[src/rtl/instruction_fetch_queue_pkg.sv]
// Shared types for the instruction fetch queue: word type, queue entry and fetch FSM states.
package instruction_fetch_queue_pkg;

    typedef logic [31:0] word_t;

    typedef struct packed {
        word_t pc;
        word_t instr;
    } ifq_entry_t;

    typedef enum logic [1:0] {
        IDLE,
        FETCH,
        DISCARD
    } fetch_state_t;

    localparam word_t INSTR_BYTES = 32'd4;

endpackage

[src/rtl/instruction_fetch_queue_fetch_fifo.sv]
// Power-of-two FIFO of {pc, instr} entries with push/pop/clear and registered pointers.
module fetch_fifo
    import instruction_fetch_queue_pkg::*;
#(
    parameter int DEPTH = 2
) (
    input  logic       clk,
    input  logic       n_rst,
    input  logic       clear,
    input  logic       push,
    input  logic       pop,
    input  ifq_entry_t push_data,
    output ifq_entry_t head,
    output logic       full,
    output logic       empty
);

    localparam int PTR_W = (DEPTH > 1) ? $clog2(DEPTH) : 1;
    localparam int CNT_W = PTR_W + 1;

    logic [PTR_W-1:0] wr_ptr_q, wr_ptr_d;
    logic [PTR_W-1:0] rd_ptr_q, rd_ptr_d;
    logic [CNT_W-1:0] count_q, count_d;
    ifq_entry_t       mem_q [DEPTH];
    logic             do_push;
    logic             do_pop;

    assign full    = (count_q == CNT_W'(DEPTH));
    assign empty   = (count_q == '0);
    assign do_push = push && !full && !clear;
    assign do_pop  = pop && !empty && !clear;
    assign head    = mem_q[rd_ptr_q];

    always_comb begin
        wr_ptr_d = wr_ptr_q;
        rd_ptr_d = rd_ptr_q;
        count_d  = count_q;
        if (clear) begin
            wr_ptr_d = '0;
            rd_ptr_d = '0;
            count_d  = '0;
        end else begin
            if (do_push) wr_ptr_d = wr_ptr_q + 1'b1;
            if (do_pop)  rd_ptr_d = rd_ptr_q + 1'b1;
            if (do_push && !do_pop)      count_d = count_q + 1'b1;
            else if (do_pop && !do_push) count_d = count_q - 1'b1;
        end
    end

    always_ff @(posedge clk or negedge n_rst) begin
        if (!n_rst) begin
            wr_ptr_q <= '0;
            rd_ptr_q <= '0;
            count_q  <= '0;
        end else begin
            wr_ptr_q <= wr_ptr_d;
            rd_ptr_q <= rd_ptr_d;
            count_q  <= count_d;
        end
    end

    // Storage is data only; validity is tracked entirely by count_q.
    always_ff @(posedge clk) begin
        if (do_push) mem_q[wr_ptr_q] <= push_data;
    end

endmodule

[src/rtl/instruction_fetch_queue.sv]
// Fetch front end: one blocking imem read at a time, PC-advance strobe, FIFO to decode.
// Optional macro IFQ_BYPASS_EN forwards a hit straight to decode when the queue is empty.
module instruction_fetch_queue
    import instruction_fetch_queue_pkg::*;
#(
    parameter int DEPTH = 2
) (
    input  logic        CLK,
    input  logic        nRST,
    input  logic [31:0] pcaddr,
    output logic        pc_adv,
    output logic        imemREN,
    output logic [31:0] imemaddr,
    input  logic        ihit,
    input  logic [31:0] imemload,
    input  logic        flush,
    output logic        instr_valid,
    output logic [31:0] instr,
    output logic [31:0] instr_pc,
    output logic [31:0] instr_npc,
    input  logic        decode_ready
);

    fetch_state_t state_q, state_d;
    word_t        req_addr_q, req_addr_d;
    logic         hit_ok;
    logic         fifo_push;
    logic         fifo_pop;
    logic         fifo_full;
    logic         fifo_empty;
    ifq_entry_t   fifo_head;
    ifq_entry_t   new_entry;
    ifq_entry_t   out_entry;

    assign hit_ok    = (state_q == FETCH) && ihit && !flush;
    assign pc_adv    = hit_ok;
    assign imemREN   = (state_q != IDLE);
    assign imemaddr  = req_addr_q;
    assign new_entry = '{pc: req_addr_q, instr: imemload};

`ifdef IFQ_BYPASS_EN
    logic bypass;
    assign bypass      = hit_ok && fifo_empty;
    assign fifo_push   = hit_ok && !(bypass && decode_ready);
    assign out_entry   = bypass ? new_entry : fifo_head;
    assign instr_valid = !fifo_empty || bypass;
`else
    assign fifo_push   = hit_ok;
    assign out_entry   = fifo_head;
    assign instr_valid = !fifo_empty;
`endif

    // A pop in a flush cycle is void; the FIFO also ignores it under clear.
    assign fifo_pop  = instr_valid && decode_ready && !flush && !fifo_empty;
    assign instr     = instr_valid ? out_entry.instr : '0;
    assign instr_pc  = instr_valid ? out_entry.pc : '0;
    assign instr_npc = instr_pc + INSTR_BYTES;

    always_comb begin
        state_d    = state_q;
        req_addr_d = req_addr_q;
        case (state_q)
            IDLE: begin
                if (!fifo_full && !flush) begin
                    req_addr_d = pcaddr;
                    state_d    = FETCH;
                end
            end
            FETCH: begin
                if (ihit)       state_d = IDLE;
                else if (flush) state_d = DISCARD;
            end
            DISCARD: begin
                if (ihit) state_d = IDLE;
            end
            default: state_d = IDLE;
        endcase
    end

    always_ff @(posedge CLK or negedge nRST) begin
        if (!nRST) begin
            state_q    <= IDLE;
            req_addr_q <= '0;
        end else begin
            state_q    <= state_d;
            req_addr_q <= req_addr_d;
        end
    end

    fetch_fifo #(
        .DEPTH(DEPTH)
    ) u_fifo (
        .clk      (CLK),
        .n_rst    (nRST),
        .clear    (flush),
        .push     (fifo_push),
        .pop      (fifo_pop),
        .push_data(new_entry),
        .head     (fifo_head),
        .full     (fifo_full),
        .empty    (fifo_empty)
    );

endmodule

[config.mk]
export PLATFORM = sky130hd
export DESIGN_NAME = instruction_fetch_queue
export DESIGN_NICKNAME = d
export VERILOG_FILES = /design/src/rtl/instruction_fetch_queue_pkg.sv /design/src/rtl/instruction_fetch_queue_fetch_fifo.sv /design/src/rtl/instruction_fetch_queue.sv
export SDC_FILE = /design/constraint.sdc
export NUM_CORES = 1
export LEC_CHECK = 0
export CAP_MARGIN = 20
export CELL_PAD_IN_SITES_DETAIL_PLACEMENT = 0
export CELL_PAD_IN_SITES_GLOBAL_PLACEMENT = 1
export CORE_MARGIN = 2
export CORE_UTILIZATION = 35
export DETAILED_ROUTE_END_ITERATION = 16
export PLACE_DENSITY_LB_ADDON = 0.25
export SYNTH_ARGS = -nofsm -noshare
export SYNTH_HDL_FRONTEND = slang
export SYNTH_HIERARCHICAL = 1
export SYNTH_SLANG_ARGS = --single-unit
[constraint.sdc]
create_clock -name CLK -period 8.7 [get_ports CLK]
set_clock_uncertainty 0.2 [all_clocks]
set_input_delay 1.305 -clock CLK [delete_from_list [all_inputs] [get_ports CLK]]
set_output_delay 1.305 -clock CLK [all_outputs]
set_load 0.01 [all_outputs]
### Word level (Yosys, flattened, before mapping)

Memory sizes are Yosys's and may differ from the RTL's.
Cells that the tools add are included.

* memory bits (writable): 128
* memory bits (read-only): 0
* bits in latches: 0
* memories: 1
* register bits: 38

Memories
* u_fifo.mem_q: depth 2, bits a word 64, rd ports 1, clocked after Yosys merged registers in 0, wr ports 1, line instruction_fetch_queue_fetch_fifo.sv:24 `ifq_entry_t mem_q [DEPTH];`

* eq/ne operators: 6
* divide/modulo/power cells: 0
* add/subtract/negate cells: 5
* multiplexer cells: 16
* magnitude comparators: 0
* bitwise gates (word level): 0
* reduce and logical (&&, ||, !) cells: 25
* shift operators: 0
* multiply operators: 0

Operators with widths (number)
* two-way mux 32 bit: 2
* adder 32 x 3 -> 32 bit, second input constant: 1
* two-way mux 2 bit: 7
* logical AND 1 bit: 12
* two-way mux 1 bit: 6
* case mux 2 bit (3 select lines): 1
* nonzero test 2 bit: 3
* logical NOT 1 bit: 5
* == test 2 bit, second input constant: 2
* logical NOT 2 bit: 2
* != test 2 bit, second input constant: 2
* != test 3 bit, second input constant: 1
* AND reduction 3 bit: 1
* nonzero test 3 bit: 1
* adder 1 bit, second input constant: 2
* adder 2 x 1 -> 2 bit, second input constant: 1
* == test 2 x 1 -> 1 bit, second input constant: 1
* AND reduction 2 bit: 1
* subtractor 2 x 1 -> 2 bit, second input constant: 1

### Logic depth before layout (Yosys ltp)

* word-level depth: 11
* gate-level depth with buffers: 12
* gate-level depth less buffers: 7

### Modules after synthesis

Netlist, hierarchy kept.

By module, submodules not included
* fetch_fifo: times used 1, cells an instance 224, area each 4819.6 µm²
* instruction_fetch_queue: times used 1, cells an instance 255, area each 2453.6 µm²

### Worst setup path before layout

Ideal clock, no wire load.

* path kind: input-to-reg
* start point: input port ihit
* end point: memory u_fifo/mem_q[1][0] in the netlist's numbering (enable)
* slack: 1.087 ns
* arrival time: 6.835 ns
* stages on the path: 4
* path through: nand2_1 nor3_1 nand2b_1 nor3b_1

* cells in the longest elaborated chain, start to end: 6

Ends and longest elaborated chain
* start, declared: line instruction_fetch_queue.sv:14 `input logic ihit,`
* logical AND 1 bit (2 in a row): line instruction_fetch_queue.sv:35 `assign hit_ok = (state_q == FETCH) && ihit && !flush;`
* named net pc_adv: line instruction_fetch_queue.sv:11 `output logic pc_adv,`
* logical AND 1 bit (2 in a row): line instruction_fetch_queue_fetch_fifo.sv:30 `assign do_push = push && !full && !clear;`
* two-way mux 1 bit: line instruction_fetch_queue_fetch_fifo.sv:64 `if (do_push) mem_q[wr_ptr_q] <= push_data;`
* two-way mux 1 bit (implied by the code): line instruction_fetch_queue_fetch_fifo.sv:64
* end, declared: line instruction_fetch_queue_fetch_fifo.sv:24

The timed path passes the listed nets, and every way through them passes these cells.

==> impl_metrics.csv <==
group,metric,value,unit
cts,root_buffer,"clkbuf_16",
placed_design,placed_area,0.009534,mm²
routing,antenna_left,0,
yosys,syn_nets,549,
yosys,ys_types,41,
routing,wirelength,17320,µm
timing,fin_ws,2937,ps
global_route,grt_first_pass_wirelength,26520,µm
worst_setup_path,cp.buffers_inverters,1,
cts,tritoncts,"yes",
global_route,grt_pass1_vias,4762,
routing,num_vias,4539,
layout,nNetsFinal,748,
cts,cts_resized,0,
cts,cts_made_buffers,17,
worst_setup_path,reg2reg_to,"u_fifo/mem_q[1][55]$_DFFE_PP_",
floorplanning,ioPinCount,200,
routing,drtIter0Drc,225,
layout,area_growth,40.22,%
placed_design,dp_hpwl,11730,µm
layout,final_util,50.24,%
global_route,overflow,0,
timing,rsz0062_at_grt,"no",
floorplanning,dieArea,0.02195,mm²
worst_setup_path,reg2reg_slack,5770,ps
cts,post-cts-setup-buffers,0,
worst_setup_path,crit_fanout,65,
floorplanning,initial_core_util,35.83,%
layout,final_cell_mix,"clkdlybuf4s50_1 (198), edfxtp_1 (128), nor2b_1 (65), mux2_2 (54), mux2_1 (43)",
cts,clock_latency,420,ps
run_status,run_status,"complete, no violations",
placed_design,numPortBuffers,199,
timing,tightest_slew,957.4,ps
floorplanning,fp.dieW,148.2,µm
layout,n_fill_cell,1774,
worst_setup_path,reg2reg_from,"state_q[0]$_DFFE_PN0P_",
worst_setup_path,critPathArrivalTime,4260,ps
worst_setup_path,crit_required,7190,ps
timing,finalCritPeriodShare,66.25,%
cts,clkTransAtPathRegs,70,ps
layout,final_area,0.01020,mm²
power,ir_drop,0.0001231,V
timing,drv_slew,0,
timing,fmax,0.1735,GHz
yosys,syn_inst,479,
worst_setup_path,reg2reg_depth,5,
timing,finalSetupTns,0,ps
yosys,yosys.area.top_type,"edfxtp_1",
timing,hold_viol,0,
placed_design,gp_congestion,0.7931,
cts,htree_levels,4,
yosys,yosysWarnings,6,
yosys,ys_seq_elements,166,
routing,vias_per_cell,4.723,
cts,cts.path.max_buffers,2,
hold_path,worst_hold_path_type,"reg2reg",
placed_design,preCtsSetupSlack,3296,ps
routing,detail_route.wl_per_cell,18.02,µm
layout,drive_above_1_share,15.34,%
worst_setup_path,critPathTopFamily,"simple AND/OR/NAND/NOR gates",
global_route,grt_max_degree,66,
global_route,grt.total_usage,15.97,%
worst_setup_path,path_cells,"mux2_2, nor2b_1, ha_1, nand3b_4, or4_1, nor4_2, xor2_1, clkdlybuf4s50_1",
cts,numClockSinks,166,
floorplanning,fp-row-count,52,
yosys,synth_area,0.007273,mm²
layout,layout_commonest_cell,"clkdlybuf4s50_1",
worst_setup_path,crit_path_start_kind,"register",
worst_setup_path,cpPeakStageDelay,1030,ps
routing,drc,0,
timing,setup_viol,0,
routing,dr.pass1.iters,4,
yosys,synth_area_leaders,"edfxtp_1 (53%), dfrtp_1 (13%), mux2_2 (8.4%), mux2_1 (6.7%), nor2b_1 (5.6%)",
cts,cts_hold_buf,0,
floorplanning,fp.dieH,148.2,µm
yosys,synth_top_area_share,52.85,%
flow_run,drv_cap,0,
worst_setup_path,end_kind,"output pin",
timing,relSlewSlack,36.17,%
yosys,yosysSeqAreaShare,65.92,%
global_route,antenna_found_initial,0,
layout,diodes,0,
yosys,avgSynthCellArea,15.18,µm²
power,powerDensity,194.7,mW/mm²
hold_path,worstHoldStart,"imemaddr[31]$_DFFE_PN0P_",
power,cellLeakagePower,0.003513,µW
timing,min_period,5763,ps
hold_path,hold_depth,0,
floorplanning,core_area,0.02030,mm²
hold_path,min_delay_worst_endpoint,"u_fifo/mem_q[1][63]$_DFFE_PP_",
worst_setup_path,worst-setup-path-type,"reg2out",
worst_setup_path,cp_slowest_cell,"dfrtp_4",
[logic make-up after synthesis]
| family | Yosys count | synth area share (%) |
|---|---|---|
| flip-flops | 166 | 65.92 |
| AND/OR/NAND/NOR | 149 | 12.82 |
| multiplexers | 97 | 15.02 |
| buffers and inverters | 29 | 1.978 |
| XOR/XNOR | 28 | 3.372 |
| AO/OA/AOI/OAI | 9 | 0.7227 |
| adder cells (fa/ha/maj) | 1 | 0.1720 |
[flip-flops by register name, summed over array words and instances (netlist names)]
| signal | cells |
|---|---|
| u_fifo/mem_q | 128 |
| imemaddr | 32 |
| state_q | 2 |
| u_fifo/count_q | 2 |
| u_fifo/rd_ptr_q | 1 |
| u_fifo/wr_ptr_q | 1 |
[per-layer routing]
| layer | global-route usage [%] | wire (µm) | share of wire, % | vias up |
|---|---|---|---|---|
| met3 | 5.736 | 1320 | 7.6 | 15 |
| li1 | - | - | - | 2160 |
| met1 | 21.23 | 7747 | 45 | 2217 |
| met5 | 0 | 0 | 0 | - |
| met2 | 24.88 | 8048 | 46 | 147 |
| met4 | 4.333 | 199 | 1.1 | 0 |
[Yosys cell counts]
cell type / count
a2111oi_0: 1
a21oi_1: 2
a22oi_1: 1
a31oi_1: 1
and2_1: 4
and3_1: 2
and4_1: 4
and4b_1: 4
buf_2: 10
buf_4: 2
buf_6: 2
clkbuf_1: 11
dfrtp_1: 38
edfxtp_1: 128
ha_1: 1
inv_1: 2
inv_2: 2
mux2_1: 43
mux2_2: 54
nand2_1: 15
nand2b_1: 1
nand3_1: 11
nand3b_1: 1
nand3b_4: 1
nand4_1: 9
nand4b_1: 1
nor2_1: 12
nor2b_1: 65
nor3_1: 3
nor3_2: 2
nor3b_1: 2
nor4_1: 3
nor4_2: 2
nor4_4: 1
o21ai_0: 4
or2_2: 1
or3_1: 3
or4_1: 1
or4b_1: 1
xnor2_1: 11
xor2_1: 17
[how the worst max path moves through the flow]
stage	start	end	slack, ps	cells past startpoint
3_5_place_dp	u_fifo/rd_ptr_q$_DFFE_PN0P_	instr_npc[26]	3300	8
5_1_grt	u_fifo/rd_ptr_q$_DFFE_PN0P_	instr_npc[30]	2630	8
6_report	u_fifo/rd_ptr_q$_DFFE_PN0P_	instr_npc[30]	2940	8
2_1_floorplan	ihit	u_fifo/mem_q[1][0]$_DFFE_PP_	1090	4
3_3_place_gp	u_fifo/rd_ptr_q$_DFFE_PN0P_	instr_npc[26]	3350	8
4_1_cts	u_fifo/rd_ptr_q$_DFFE_PN0P_	instr_npc[30]	2820	8
[per-stage QoR]
step / std cells / hold slack, ps / total power [µW]
2_1_floorplan: 479 / 278.7 / 1035
3_3_place_gp: 928 / 273.8 / 1188
3_5_place_dp: 928 / 275.8 / 1194
4_1_cts: 960 / 292.7 / 2015
5_1_grt: 961 / 313.0 / 2070
6_report: 961 / 292.6 / 1985
[area by class of cell]
class	instances	area, µm²	share of cell area [%]
tap	270	337.8	3.312
timing repair buffer	205	2044	20.05
clock buffer	18	429.2	4.208
inverter	4	15.01	0.1472
multi-input combinational	284	2359	23.13
sequential	166	4798	47.05
clock inverter	14	215.2	2.110
[where the power goes]
group | switching (µW) | internal (µW)
logic | 91.1 | 135
clock network | 321 | 490
registers | 37.9 | 910
Power figures use the tool's default switching activity.
